File: src/rtl/pipe_pkg.sv
// Shared definitions for handshaked pipeline stage registers.
// Holds the occupancy encoding and the default bubble instruction.
package pipe_pkg;

  localparam logic [1:0] ST_EMPTY = 2'd0;
  localparam logic [1:0] ST_ONE   = 2'd1;
  localparam logic [1:0] ST_TWO   = 2'd2;

  localparam logic [31:0] NOP_DEFAULT = 32'h0;

  // Skid valid implies main valid, so skid alone decides TWO.
  function automatic logic [1:0] slot_state(
    input logic main_v,
    input logic skid_v
  );
    if (skid_v) return ST_TWO;
    if (main_v) return ST_ONE;
    return ST_EMPTY;
  endfunction

endpackage

File: src/rtl/pipe_slot.sv
// Single valid+data holding register for a pipeline stage.
// Clear wins over load; cleared data returns to CLR.
module pipe_slot #(
  parameter int W = 40,
  parameter logic [W-1:0] CLR = '0
) (
  input  logic         clk,
  input  logic         rst,
  input  logic         load,
  input  logic         clear,
  input  logic [W-1:0] load_data,
  output logic         valid,
  output logic [W-1:0] data
);

  // Valid flag and payload, scrubbed whenever the slot empties.
  always_ff @(posedge clk or posedge rst) begin
    if (rst) begin
      valid <= 1'b0;
      data  <= CLR;
    end else if (clear) begin
      valid <= 1'b0;
      data  <= CLR;
    end else if (load) begin
      valid <= 1'b1;
      data  <= load_data;
    end
  end

endmodule

File: src/rtl/pipe_stage_reg.sv
// Fetch/decode stage register with two-entry skid buffer.
// Registered in_ready, synchronous flush, saturating drop count.
module pipe_stage_reg
  import pipe_pkg::*;
#(
  parameter int PC_W    = 8,
  parameter int INSTR_W = 32,
  parameter logic [INSTR_W-1:0] NOP_INSTR =
    INSTR_W'(NOP_DEFAULT),
  parameter int FCNT_W  = 8
) (
  input  logic               clk,
  input  logic               rst,
  input  logic               in_valid,
  output logic               in_ready,
  input  logic [PC_W-1:0]    in_pc,
  input  logic [INSTR_W-1:0] in_instr,
  input  logic               flush,
  output logic               out_valid,
  input  logic               out_ready,
  output logic [PC_W-1:0]    out_pc,
  output logic [INSTR_W-1:0] out_instr,
  output logic [FCNT_W-1:0]  flush_drops
);

  typedef struct packed {
    logic [PC_W-1:0]    pc;
    logic [INSTR_W-1:0] instr;
  } ent_t;

  localparam int EW = PC_W + INSTR_W;
  localparam logic [EW-1:0] CLR = {{PC_W{1'b0}}, NOP_INSTR};

  logic       main_v;
  logic       skid_v;
  ent_t       main_d;
  ent_t       skid_d;
  ent_t       in_d;
  ent_t       main_src;
  logic [1:0] state;
  logic       push;
  logic       pop;
  logic       main_load;
  logic       main_clear;
  logic       skid_load;
  logic       skid_clear;
  logic       next_two;
  logic [1:0] drop_n;
  logic [FCNT_W:0] drop_sum;

  assign state = slot_state(main_v, skid_v);
  assign push  = in_valid & in_ready;
  assign pop   = main_v & out_ready;

  assign in_d     = '{pc: in_pc, instr: in_instr};
  assign main_src = skid_v ? skid_d : in_d;

  // Slot control: flush empties both, else occupancy transitions.
  always_comb begin
    main_load  = 1'b0;
    main_clear = 1'b0;
    skid_load  = 1'b0;
    skid_clear = 1'b0;
    next_two   = 1'b0;
    if (flush) begin
      main_clear = 1'b1;
      skid_clear = 1'b1;
    end else begin
      unique case (state)
        ST_EMPTY: main_load = push;
        ST_ONE: begin
          main_load  = push & pop;
          main_clear = pop & ~push;
          skid_load  = push & ~pop;
          next_two   = push & ~pop;
        end
        ST_TWO: begin
          main_load  = pop;
          skid_clear = pop;
          next_two   = ~pop;
        end
        default: ;
      endcase
    end
  end

  pipe_slot #(.W(EW), .CLR(CLR)) u_main (
    .clk       (clk),
    .rst       (rst),
    .load      (main_load),
    .clear     (main_clear),
    .load_data (main_src),
    .valid     (main_v),
    .data      (main_d)
  );

  pipe_slot #(.W(EW), .CLR(CLR)) u_skid (
    .clk       (clk),
    .rst       (rst),
    .load      (skid_load),
    .clear     (skid_clear),
    .load_data (in_d),
    .valid     (skid_v),
    .data      (skid_d)
  );

  // Ready only depends on next occupancy, never on out_ready.
  always_ff @(posedge clk or posedge rst) begin
    if (rst) in_ready <= 1'b1;
    else     in_ready <= ~next_two;
  end

  assign drop_n = {1'b0, main_v}
                + {1'b0, skid_v}
                + {1'b0, push};
  assign drop_sum = {1'b0, flush_drops}
                  + {{(FCNT_W-1){1'b0}}, drop_n};

  // Count entries lost to flush, sticking at all-ones.
  always_ff @(posedge clk or posedge rst) begin
    if (rst) begin
      flush_drops <= '0;
    end else if (flush) begin
      if (drop_sum[FCNT_W]) flush_drops <= '1;
      else flush_drops <= drop_sum[FCNT_W-1:0];
    end
  end

  assign out_valid = main_v;
  assign out_pc    = main_d.pc;
  assign out_instr = main_d.instr;

endmodule

File: config.mk
export PLATFORM = sky130hd
export DESIGN_NAME = pipe_stage_reg
export DESIGN_NICKNAME = d
export VERILOG_FILES = /design/src/rtl/pipe_pkg.sv /design/src/rtl/pipe_slot.sv /design/src/rtl/pipe_stage_reg.sv
export SDC_FILE = /design/constraint.sdc
export NUM_CORES = 1
export LEC_CHECK = 0
export CELL_PAD_IN_SITES_DETAIL_PLACEMENT = 1
export CELL_PAD_IN_SITES_GLOBAL_PLACEMENT = 2
export CORE_ASPECT_RATIO = 1.1
export CORE_UTILIZATION = 37
export DETAILED_ROUTE_END_ITERATION = 10
export GPL_TIMING_DRIVEN = 0
export PLACE_DENSITY = 0.9
export SLEW_MARGIN = 20
export SYNTH_ARGS = -nofsm -noshare
export SYNTH_HDL_FRONTEND = slang
export SYNTH_SLANG_ARGS = --single-unit
File: constraint.sdc
create_clock -name clk -period 5.6 [get_ports clk]
set_input_delay 1.12 -clock clk [delete_from_list [all_inputs] [get_ports clk]]
set_output_delay 1.12 -clock clk [all_outputs]
set_load 0.02 [all_outputs]
==> impl_table.tex, run 1 <==
\begin{tabular}{lr}
\hline
Metric & Value \\
\hline
\multicolumn{2}{l}{\textbf{Status}} \\
Result of the run & complete, no violations \\
\multicolumn{2}{l}{\textbf{Clock network}} \\
Bufs on Longest Clock Path & 2 \\
Source-to-sink clock delay at the later pin of the worst-skew pair & 340 ps \\
Post-CTS Setup Repair Bufs & 0 \\
Clock transition at the registers of the reported paths & 60 ps \\
Post-cts hold buffer count & 0 \\
Root buf cell & clkbuf\_16 \\
Maximum level of the CTS H-tree & 3 \\
Sinks on the clock net & 91 \\
Resized cells post-CTS & 0 \\
TritonCTS clock tree & built \\
Number of buffers created by CTS & 9 \\
\multicolumn{2}{l}{\textbf{Global routing}} \\
Total routing usage reported by global routing & 19.6\% \\
First-pass GRT wire length & 18,200 µm \\
Number of antenna violations at the first check in global routing & 0 \\
Total overflow reported by the global router & 0 \\
Largest net degree at the start of global routing & 55 \\
Via count of the first global-routing pass & 3,376 \\
\multicolumn{2}{l}{\textbf{Timing}} \\
Max Clk Rate & 0.302 GHz \\
Final count of hold timing violations & 0 \\
Total Negative Setup Slacks & 0 ps \\
Normalized max-slew margin & 46.2\% \\
Clock skew & 6.35 ps \\
Worst hold slack after final layout & 497 ps \\
Final worst-path cycle share & 59.1\% \\
Final setup violation count & 0 \\
Number of max-slew violations in the final report & 0 \\
Final Critical Period & 3310 ps \\
Transition time at the pin with the least slew margin & 807 ps \\
Unrepaired setup endpoints after global routing & false \\
\multicolumn{2}{l}{\textbf{Synth}} \\
Post-synthesis mux area share & 11.0\% \\
Area fraction in and, or, nand and nor cells after synthesis & 3.75\% \\
Compound-Gate Fraction of Synth Area & 25.6\% \\
Synthesized area & 4200 µm² \\
Netlist cell types & 36 \\
Fraction of the mapped netlist area in adder cells & 1.37\% \\
Synthesized net count & 342 \\
Count of state elements after synthesis & 91 \\
Number of warnings printed during yosys synthesis & 0 \\
Sequential cell area fraction in the yosys report & 54.2\% \\
Xor and xnor area share after synthesis & 0.208\% \\
Most used flip-flop cell after synthesis & dfrtp\_1 \\
Number of flops mapped to enable cells by yosys & 0 \\
Cells after Synth & 293 \\
Combinational family with the most area after synthesis & compound AO/OA/AOI/OAI gates \\
Mean post-synth cell area & 14.3 µm² \\
Share of flip-flops with an asynchronous set or reset & 100\% \\
\multicolumn{2}{l}{\textbf{Place}} \\
Detailed placement HPWL & 7380 µm \\
IO Port Bufs & 93 \\
Final weighted congestion in routability-driven placement & 0.725 \\
\multicolumn{2}{l}{\textbf{Setup path}} \\
Cell occurring most often along the worst timing path & ha\_1 \\
CP top delay family & adder cells \\
Worst path required time & 5820 ps \\
CP Data Arrival Time & 3530 ps \\
Startpoint Class & primary input \\
Max FO, Critical Path & 5 \\
Nature of the critical path endpoint & register \\
Critical path type & in -> reg \\
Cell breakdown of the critical path & clkdlybuf4s50\_1 -> nand2\_1 -> xnor2\_1 -> ha\_1 -> ha\_1 -> fa\_1 -> and3\_1 -> nand4\_1 -> mux2\_1 \\
Max stage delay cell, worst path & clkdlybuf4s50\_1 \\
Largest incremental delay on the critical path & 540 ps \\
Combined buffer and inverter count along the critical path & 1 \\
\multicolumn{2}{l}{\textbf{Drt}} \\
DRT Wirelength & 10,600 µm \\
Drt first pass iters & 4 \\
Count of vias placed by the detailed router & 2,982 \\
Avg Vias per Cell & 5.42 \\
Violation count after the first detailed-routing iteration & 137 \\
Post-detailed-route wirelength per cell & 19.3 µm \\
Antenna-violating nets left & 0 \\
DRC & 0 \\
\multicolumn{2}{l}{\textbf{Die}} \\
Placeable core area & 11,000 µm² \\
Full die area & 11,800 µm² \\
Die Span X & 104 µm \\
Initial core utilization & 38.2\% \\
Height of the die & 114 µm \\
Cell Rows & 40 \\
Number of primary I/O pins & 95 \\
\multicolumn{2}{l}{\textbf{Power}} \\
Power density over cell area & 358 nW/µm² \\
Worst vdd ir & 0.209 mV \\
Power after layout & 2.03 mW \\
Leak & 2.32 nW \\
\multicolumn{2}{l}{\textbf{Final layout}} \\
Layout cells sized above 1 & 16.9\% \\
Final \#Nets & 447 \\
Area added between synthesis and finish & 35.1\% \\
Count of inserted antenna diode cells & 0 \\
Total area of sequential cells & 2280 µm² \\
Area of the multi-input gates & 1760 µm² \\
Final-layout fill cell count & 1,130 \\
\multicolumn{2}{l}{\textbf{Worst hold path}} \\
Min-delay worst type & reg -> reg \\
\multicolumn{2}{l}{\textbf{Run}} \\
Max-capacitance violation count & 0 \\
\hline
\end{tabular}
==> cell usage in the layout, fill, tap and decap left out, types with 2 or more instances in the layout <==
cell             instances
a21oi_1                  6
a32o_1                  40
and3_1                   3
buf_1                    5
buf_6                    5
bufinv_16                2
clkbuf_1                16
clkbuf_16                9
clkdlybuf4s50_1         93
dfrtp_1                 90
ha_1                     3
inv_1                    4
inv_6                    2
mux2_1                   2
mux2i_1                 44
nand2_1                  9
nand3_1                  2
nand4_1                  2
nor2b_1                  2
o2bb2ai_2               40
==> path summary, 6_finish.rpt <==
check | start | endpoint | slack, ps | depth (start not counted)
worst min register to register | u_main.data[13] | u_main.data[13] | 500 | 1
worst max register to register | in_ready | flush_drops[6] | 3060 | 8
worst max-delay path | in_valid | flush_drops[6] | 2290 | 9
worst min-delay path | u_main.data[13] | u_main.data[13] | 500 | 1
min in group asynchronous | rst | u_main.data[11] | 1170 | 2
max in group asynchronous | rst | u_main.data[21] | 3840 | 3
==> flip-flops by register name, summed over array words and instances (netlist names) <==
register      flops
u_main.data      40
u_main.valid      1
u_skid.valid      1
u_skid.data      40
flush_drops       8
in_ready          1
==> area by class of cell <==
| type | instances | share of cell area (%) |
|---|---|---|
| multi-input cells | 170 | 31.0 |
| plain buffers | 27 | 2.53 |
| clock buffers | 11 | 4.27 |
| clock inverters | 5 | 1.50 |
| inverters | 5 | 0.419 |
| well taps | 147 | 3.24 |
| repair buffers | 94 | 16.9 |
| flip-flops and latches | 91 | 40.1 |
==> cell usage after synthesis, types with 2 or more instances <==
cell	count	area, µm²
ha_1	3	37.5
buf_1	5	18.8
dfrtp_1	90	2250
nor2b_1	2	12.5
a32o_1	40	400
nand2_1	9	33.8
nand3_1	2	10.0
o2bb2ai_2	40	601
nand4_1	2	12.5
inv_1	5	18.8
and3_1	3	18.8
buf_6	5	56.3
clkbuf_1	15	56.3
mux2_1	2	22.5
a21oi_1	6	30.0
mux2i_1	44	440
==> stage by stage <==
step,utilization [%],instance area (µm²),std cells,worst slack (ps)
after floorplan,-,4200,293,2120
after global placement,48.3,5320,533,654
after detailed placement,48.6,5350,534,1940
after CTS,51.6,5680,550,2280
after global routing,51.6,5680,550,2150
final,51.6,5680,550,2290
==> report_power, final <==
part | switching (mW) | total [mW] | internal, mW
logic | 0.291 | 0.554 | 0.263
registers | 0.0788 | 0.814 | 0.736
clock network | 0.260 | 0.666 | 0.406
total | 0.630 | 2.03 | 1.41
==> kinds of logic after synthesis <==
family | after synthesis
AO/OA/AOI/OAI | 92
XOR/XNOR | 1
AND/OR/NAND/NOR | 27
flip-flops | 91
multiplexers | 46
buffers and inverters | 32
adder cells (fa/ha/maj) | 4
==> metal layers <==
layer,global-route usage [%],up-vias,share of wire (%)
met5,0,-,0
met4,7.83,0,2.0
met3,2.91,15,3.1
met2,32.8,69,50
met1,25.8,1533,45
li1,-,1365,-
No activity file was read; power rests on OpenSTA's default activity.
==> inputs of run 2 (changes only) <==
CORE_UTILIZATION = 34   (was 37)
PLACE_DENSITY = 0.84   (was 0.9)
clock period = 3.41 ns   (was 5.6 ns; I/O delays follow)
==> impl_table.tex, run 2 (synthesis gave the netlist of run 1 again) <==
\begin{tabular}{lr}
\hline
Metric & Value \\
\hline
\multicolumn{2}{l}{\textbf{Status}} \\
Result of the run & complete, no violations \\
\multicolumn{2}{l}{\textbf{Power}} \\
Leak & 2.33 nW (+0.39\%) \\
Switch share & 31.1\% (+0.18 points) \\
Worst vdd ir & 0.280 mV (+34\%) \\
Power after layout & 3.36 mW (+65\%) \\
Logic pwr share & 27.0\% (-0.2 points) \\
Internal & 2.31 mW (+65\%) \\
Part of the total power dissipated in sequential elements & 39.8\% (-0.2 points) \\
Clock group share of total power & 33.2\% (+0.4 points) \\
P\_sw & 1.04 mW (+66\%) \\
Power density over cell area & 590 nW/µm² (+65\%) \\
\multicolumn{2}{l}{\textbf{Drt}} \\
DRT Wirelength & 10,700 µm (+0.34\%) \\
Avg Vias per Cell & 5.37 (-1.0\%) \\
Antenna-violating nets left & 0 (unchanged) \\
Uppermost layer routed & met4 \\
Count of vias placed by the detailed router & 2,989 (+0.23\%) \\
Post-detailed-route wirelength per cell & 19.1 µm (-0.92\%) \\
Wire length on met3 & 394 µm (+20\%) \\
DRC & 0 (unchanged) \\
Drt first pass iters & 4 (unchanged) \\
Met2 wire length & 5360 µm (+1.7\%) \\
Wire length on met1 & 4650 µm (-3.3\%) \\
Violation count after the first detailed-routing iteration & 112 (-18\%) \\
\multicolumn{2}{l}{\textbf{Timing}} \\
Normalized max-slew margin & 49.7\% (+3.6 points) \\
Final setup violation count & 0 (unchanged) \\
Final count of hold timing violations & 0 (unchanged) \\
Total Negative Setup Slacks & 0 ps (unchanged) \\
Number of max-slew violations in the final report & 0 (unchanged) \\
Transition time at the pin with the least slew margin & 754 ps (-53.5 ps) \\
Max Clk Rate & 0.337 GHz \\
Clock skew & 10.9 ps (+4.58 ps) \\
Final Critical Period & 2970 ps \\
Final worst-path cycle share & 87.1\% \\
Unrepaired setup endpoints after global routing & false \\
Worst hold slack after final layout & 501 ps (+3.76 ps) \\
PnR worst setup slack & 439 ps (-1850 ps) \\
\multicolumn{2}{l}{\textbf{Setup path}} \\
Critical path type & in -> reg \\
R2R setup slack & 800 ps (-2260 ps) \\
Max FO, Critical Path & 5 (unchanged) \\
Worst r2r src & in\_ready \\
Nature of the critical path endpoint & register \\
Path depth of the worst reg2reg path & 8 (unchanged) \\
Startpoint Class & primary input \\
Worst path required time & 3630 ps (-2190 ps) \\
Endpoint of the worst-slack reg-to-reg timing path & flush\_drops[6] \\
CP Data Arrival Time & 3190 ps (-340 ps) \\
\multicolumn{2}{l}{\textbf{Clock network}} \\
Bufs on Longest Clock Path & 2 (unchanged) \\
Root buf cell & clkbuf\_16 \\
Sinks on the clock net & 91 (unchanged) \\
Clock transition at the registers of the reported paths & 70 ps (about the same) \\
Post-cts hold buffer count & 0 (unchanged) \\
Source-to-sink clock delay at the later pin of the worst-skew pair & 340 ps (about the same) \\
Post-CTS Setup Repair Bufs & 0 (unchanged) \\
Number of buffers created by CTS & 9 (unchanged) \\
Resized cells post-CTS & 0 (unchanged) \\
Maximum level of the CTS H-tree & 3 (unchanged) \\
TritonCTS clock tree & built \\
\multicolumn{2}{l}{\textbf{Die}} \\
Cell Rows & 42 (+5.0\%) \\
Initial core utilization & 34.9\% (-3.2 points) \\
Full die area & 12,800 µm² (+8.7\%) \\
Die Span X & 108 µm (+4.2\%) \\
Number of primary I/O pins & 95 (unchanged) \\
Placeable core area & 12,000 µm² (+9.3\%) \\
Height of the die & 119 µm (+4.2\%) \\
\multicolumn{2}{l}{\textbf{Global routing}} \\
Total overflow reported by the global router & 0 (unchanged) \\
Largest net degree at the start of global routing & 65 (+18\%) \\
First-pass GRT wire length & 17,700 µm (-2.8\%) \\
Number of antenna violations at the first check in global routing & 0 (unchanged) \\
Total routing usage reported by global routing & 18.1\% (-1.5 points) \\
Via count of the first global-routing pass & 3,332 (-1.3\%) \\
\multicolumn{2}{l}{\textbf{Worst hold path}} \\
Sink of the worst hold path & u\_main.data[2] \\
Min-delay worst type & reg -> reg \\
Worst hold path stage count & 1 (unchanged) \\
Startpoint of the tightest hold check path & u\_main.data[2] \\
\multicolumn{2}{l}{\textbf{Place}} \\
Final weighted congestion in routability-driven placement & 0.720 (-0.77\%) \\
Detailed placement HPWL & 7330 µm (-0.68\%) \\
IO Port Bufs & 93 (unchanged) \\
Placed cells & 541 (+1.3\%) \\
Instance area after placement & 5360 µm² (+0.16\%) \\
Pre-CTS WS & 102 ps (-1830 ps) \\
\multicolumn{2}{l}{\textbf{Final layout}} \\
Final std cell area, no fill & 5690 µm² (+0.24\%) \\
Layout cells sized above 1 & 17.1\% (+0.25 points) \\
Layout Cells excl Fill & 557 (+1.3\%) \\
Utilization after layout & 47.3\% (-4.3 points) \\
Count of inserted antenna diode cells & 0 (unchanged) \\
Leading cell types in the layout, fill and taps excluded & clkdlybuf4s50\_1 (93), dfrtp\_1 (90), mux2i\_1 (44) \\
Registers with the highest flip-flop counts & u\_main.data (40), u\_skid.data (40), flush\_drops (8) \\
Final \#Nets & 447 (unchanged) \\
Most frequent standard cell in the layout excluding fill and tap cells & clkdlybuf4s50\_1 \\
Area added between synthesis and finish & 35.4\% \\
\multicolumn{2}{l}{\textbf{Run}} \\
Max-capacitance violation count & 0 (unchanged) \\
\hline
\end{tabular}
==> run 2: cell types whose count changed in the layout (fill, tap and decap cells not counted), sizes merged <==
| cell | change |
|---|---|
| inv | +2 |
| clkbuf | -1 |
| clkinvlp | -1 |
==> run 2: how the worst max path moves through the flow <==
| stage | to | slack, ps | depth (start not counted) | startpoint |
|---|---|---|---|---|
| final | flush_drops[6] | 440 | 9 | in_valid |
| after global routing | flush_drops[6] | 320 | 9 | in_valid |
| after CTS | flush_drops[6] | 450 | 9 | in_valid |
| after detailed placement | flush_drops[6] | 100 | 9 | in_valid |
| after global placement | u_main.data[2] | -1100 | 2 | rst |
| after floorplan | flush_drops[0] | 370 | 1 | rst |
==> run 2: worst max-delay path, stage by stage <==
cell	delay (ps)
clkdlybuf4s50_1	570
nand2_1	140
xnor2_1	150
ha_1	280
ha_1	220
fa_1	420
and3_1	260
nand4_1	120
mux2_1	330
==> run 2: per-layer routing <==
layer  vias to the layer above  global-route usage, %
met2                        77                   29.9
met1                      1527                   22.8
met4                         0                   8.39
met5                         -                      0
li1                       1369                      -
met3                        16                   2.87
==> run 2: layout make-up <==
type | count | area, µm²
fillers | 1255 | 6340
flip-flops and latches | 91 | 2280
multi-input cells | 170 | 1760
repair buffers | 94 | 958
clock buffers | 10 | 239
well taps | 154 | 193
plain buffers | 27 | 144
clock inverters | 6 | 93.8
inverters | 5 | 23.8
==> run 2: power by group through the flow <==
stage	logic, mW	registers (mW)	clock network [mW]
after floorplan	0.397	1.47	0
after global placement	0.891	1.35	0
after detailed placement	0.919	1.36	0
after CTS	0.924	1.34	1.15
after global routing	0.984	1.36	1.19
final	0.905	1.34	1.12
==> inputs of run 3 (changes only) <==
CORE_MARGIN = 8   (was default)
SKIP_LAST_GASP = 1   (was default)
==> impl_table.tex, run 3 (synthesis gave the netlist of run 1 again) <==
\begin{tabular}{lr}
\hline
Metric & Value \\
\hline
\multicolumn{2}{l}{\textbf{Status}} \\
Result of the run & complete, no violations \\
\multicolumn{2}{l}{\textbf{Final layout}} \\
Count of inserted antenna diode cells & 0 (unchanged) \\
Leading cell types in the layout, fill and taps excluded & clkdlybuf4s50\_1 (93), dfrtp\_1 (90), mux2i\_1 (44) \\
Final-layout fill cell count & 1,223 (-2.5\%) \\
Layout cells sized above 1 & 16.9\% (-0.25 points) \\
Total area of sequential cells & 2280 µm² (unchanged) \\
Final \#Nets & 447 (unchanged) \\
Registers with the highest flip-flop counts & u\_main.data (40), u\_skid.data (40), flush\_drops (8) \\
Area added between synthesis and finish & 34.7\% \\
Final std cell area, no fill & 5660 µm² (-0.53\%) \\
Most frequent standard cell in the layout excluding fill and tap cells & clkdlybuf4s50\_1 \\
Area of the multi-input gates & 1760 µm² (unchanged) \\
Utilization after layout & 47.1\% (-0.25 points) \\
\multicolumn{2}{l}{\textbf{Timing}} \\
Transition time at the pin with the least slew margin & 771 ps (+17.6 ps) \\
Final setup violation count & 0 (unchanged) \\
Final Critical Period & 2900 ps (-69.8 ps) \\
Max Clk Rate & 0.345 GHz (+2.4\%) \\
Final worst-path cycle share & 85.1\% (-2.0 points) \\
Normalized max-slew margin & 48.6\% (-1.2 points) \\
Final count of hold timing violations & 0 (unchanged) \\
Number of max-slew violations in the final report & 0 (unchanged) \\
Unrepaired setup endpoints after global routing & false \\
Clock skew & 4.64 ps (-6.28 ps) \\
PnR worst setup slack & 509 ps (+69.8 ps) \\
\multicolumn{2}{l}{\textbf{Place}} \\
Detailed placement HPWL & 7940 µm (+8.4\%) \\
Pre-CTS WS & 151 ps (+49.3 ps) \\
IO Port Bufs & 93 (unchanged) \\
Instance area after placement & 5360 µm² (unchanged) \\
Final weighted congestion in routability-driven placement & 0.719 (about the same) \\
\multicolumn{2}{l}{\textbf{Power}} \\
Switch share & 31.4\% (+0.23 points) \\
P\_sw & 1.02 mW (-2.4\%) \\
Leak & 2.31 nW (-0.83\%) \\
Logic pwr share & 27.9\% (+0.9 points) \\
Power after layout & 3.25 mW (-3.2\%) \\
Clock group share of total power & 31.0\% (-2.2 points) \\
Part of the total power dissipated in sequential elements & 41.1\% (+1.3 points) \\
Power density over cell area & 574 nW/µm² (-2.6\%) \\
Internal & 2.23 mW (-3.5\%) \\
Worst vdd ir & 0.305 mV (+8.8\%) \\
\multicolumn{2}{l}{\textbf{Global routing}} \\
Total overflow reported by the global router & 0 (unchanged) \\
Number of antenna violations at the first check in global routing & 0 (unchanged) \\
Largest net degree at the start of global routing & 49 (-25\%) \\
Via count of the first global-routing pass & 3,408 (+2.3\%) \\
Total routing usage reported by global routing & 14.3\% (-3.8 points) \\
First-pass GRT wire length & 18,400 µm (+4.1\%) \\
\multicolumn{2}{l}{\textbf{Worst hold path}} \\
Min-delay worst type & reg -> reg \\
Startpoint of the tightest hold check path & u\_main.data[10] \\
Worst hold path stage count & 1 (unchanged) \\
\multicolumn{2}{l}{\textbf{Setup path}} \\
Startpoint Class & primary input \\
Max FO, Critical Path & 5 (unchanged) \\
Worst path required time & 3630 ps (about the same) \\
Nature of the critical path endpoint & register \\
Cell breakdown of the critical path & clkdlybuf4s50\_1 -> nand2\_1 -> xnor2\_1 -> ha\_1 -> ha\_1 -> fa\_1 -> and3\_1 -> nand4\_1 -> mux2\_1 \\
CP top delay family & adder cells \\
Combined buffer and inverter count along the critical path & 1 (unchanged) \\
Stages on the worst setup path & 9 (unchanged) \\
Max stage delay cell, worst path & clkdlybuf4s50\_1 \\
Cell occurring most often along the worst timing path & ha\_1 \\
CP Data Arrival Time & 3120 ps (-70 ps) \\
Crit path from & in\_valid \\
Largest incremental delay on the critical path & 570 ps (about the same) \\
Critical path type & in -> reg \\
Path depth of the worst reg2reg path & 8 (unchanged) \\
Worst r2r src & in\_ready \\
\multicolumn{2}{l}{\textbf{Drt}} \\
Count of vias placed by the detailed router & 2,942 (-1.6\%) \\
Antenna-violating nets left & 0 (unchanged) \\
Violation count after the first detailed-routing iteration & 115 (+2.7\%) \\
Post-detailed-route wirelength per cell & 19.7 µm (+2.9\%) \\
Avg Vias per Cell & 5.28 (-1.6\%) \\
Drt first pass iters & 4 (unchanged) \\
DRC & 0 (unchanged) \\
DRT Wirelength & 11,000 µm (+2.9\%) \\
\multicolumn{2}{l}{\textbf{Clock network}} \\
Sinks on the clock net & 91 (unchanged) \\
Root buf cell & clkbuf\_16 \\
Post-cts hold buffer count & 0 (unchanged) \\
TritonCTS clock tree & built \\
Bufs on Longest Clock Path & 2 (unchanged) \\
Maximum level of the CTS H-tree & 3 (unchanged) \\
Number of buffers created by CTS & 9 (unchanged) \\
Clock transition at the registers of the reported paths & 60 ps (about the same) \\
Source-to-sink clock delay at the later pin of the worst-skew pair & 330 ps (about the same) \\
Resized cells post-CTS & 0 (unchanged) \\
Post-CTS Setup Repair Bufs & 0 (unchanged) \\
\multicolumn{2}{l}{\textbf{Die}} \\
Number of primary I/O pins & 95 (unchanged) \\
Placeable core area & 12,000 µm² (unchanged) \\
Initial core utilization & 34.9\% (unchanged) \\
Cell Rows & 42 (unchanged) \\
Height of the die & 133 µm (+12\%) \\
Die Span X & 122 µm (+13\%) \\
Full die area & 16,200 µm² (+26\%) \\
\multicolumn{2}{l}{\textbf{Run}} \\
Max-capacitance violation count & 0 (unchanged) \\
\hline
\end{tabular}
-- run 3: changes by cell type in the layout (fill, tap and decap cells not counted), sizes merged --
cell | previous run | this run
clkbuf | 25 | 26
clkinv | 1 | 2
bufinv | 2 | 1
inv | 8 | 6
clkinvlp | 0 | 1
-- run 3: layout make-up --
cell class	instances	share of cell area, %
clock buffers	11	4.29
inverters	5	0.420
clock inverters	5	1.06
well taps	154	3.40
repair buffers	94	16.9
flip-flops and latches	91	40.2
multi-input cells	170	31.1
plain buffers	27	2.54
-- run 3: layer usage --
metal	track usage (%)	share of wire (%)	vias up	routed length, µm
li1	-	-	1365	-
met1	18.3	45	1495	4930
met2	22.7	49	71	5340
met3	2.94	4.7	11	515
met4	5.83	1.7	0	184
met5	0	0	-	0
-- run 3: power groups by stage --
stage	registers [mW]	clock network [mW]	logic [mW]
finish	1.34	1.01	0.909
detailed placement	1.35	0	0.929
CTS	1.34	1.04	0.934
floorplan	1.47	0	0.397
global route	1.36	1.08	0.989
global placement	1.35	0	0.904
-- run 3: worst paths after layout --
path	slack, ps	end
worst max-delay path	510	flush_drops[6]
worst min-delay path	500	u_main.data[10]
worst max register to register	870	flush_drops[6]
worst min register to register	500	u_main.data[10]
max in group asynchronous	2090	u_main.data[29]
min in group asynchronous	750	u_main.data[17]
-- run 3: worst reg2reg max path: cells and delay by family (launching register included) --
family / cells / cell delay (ps)
xor gates and xnor gates: 1 / 140
adders and majority gates: 3 / 890
and+or+nand+nor: 3 / 490
muxes: 1 / 320
DFF: 1 / 580
-- run 3: per-stage QoR --
| stage | setup TNS, ps | hold slack, ps | cells |
|---|---|---|---|
| floorplan | 0 | 493 | 293 |
| global placement | -97460 | 485 | 540 |
| detailed placement | 0 | 481 | 541 |
| CTS | 0 | 503 | 557 |
| global route | 0 | 520 | 557 |
| finish | 0 | 497 | 557 |
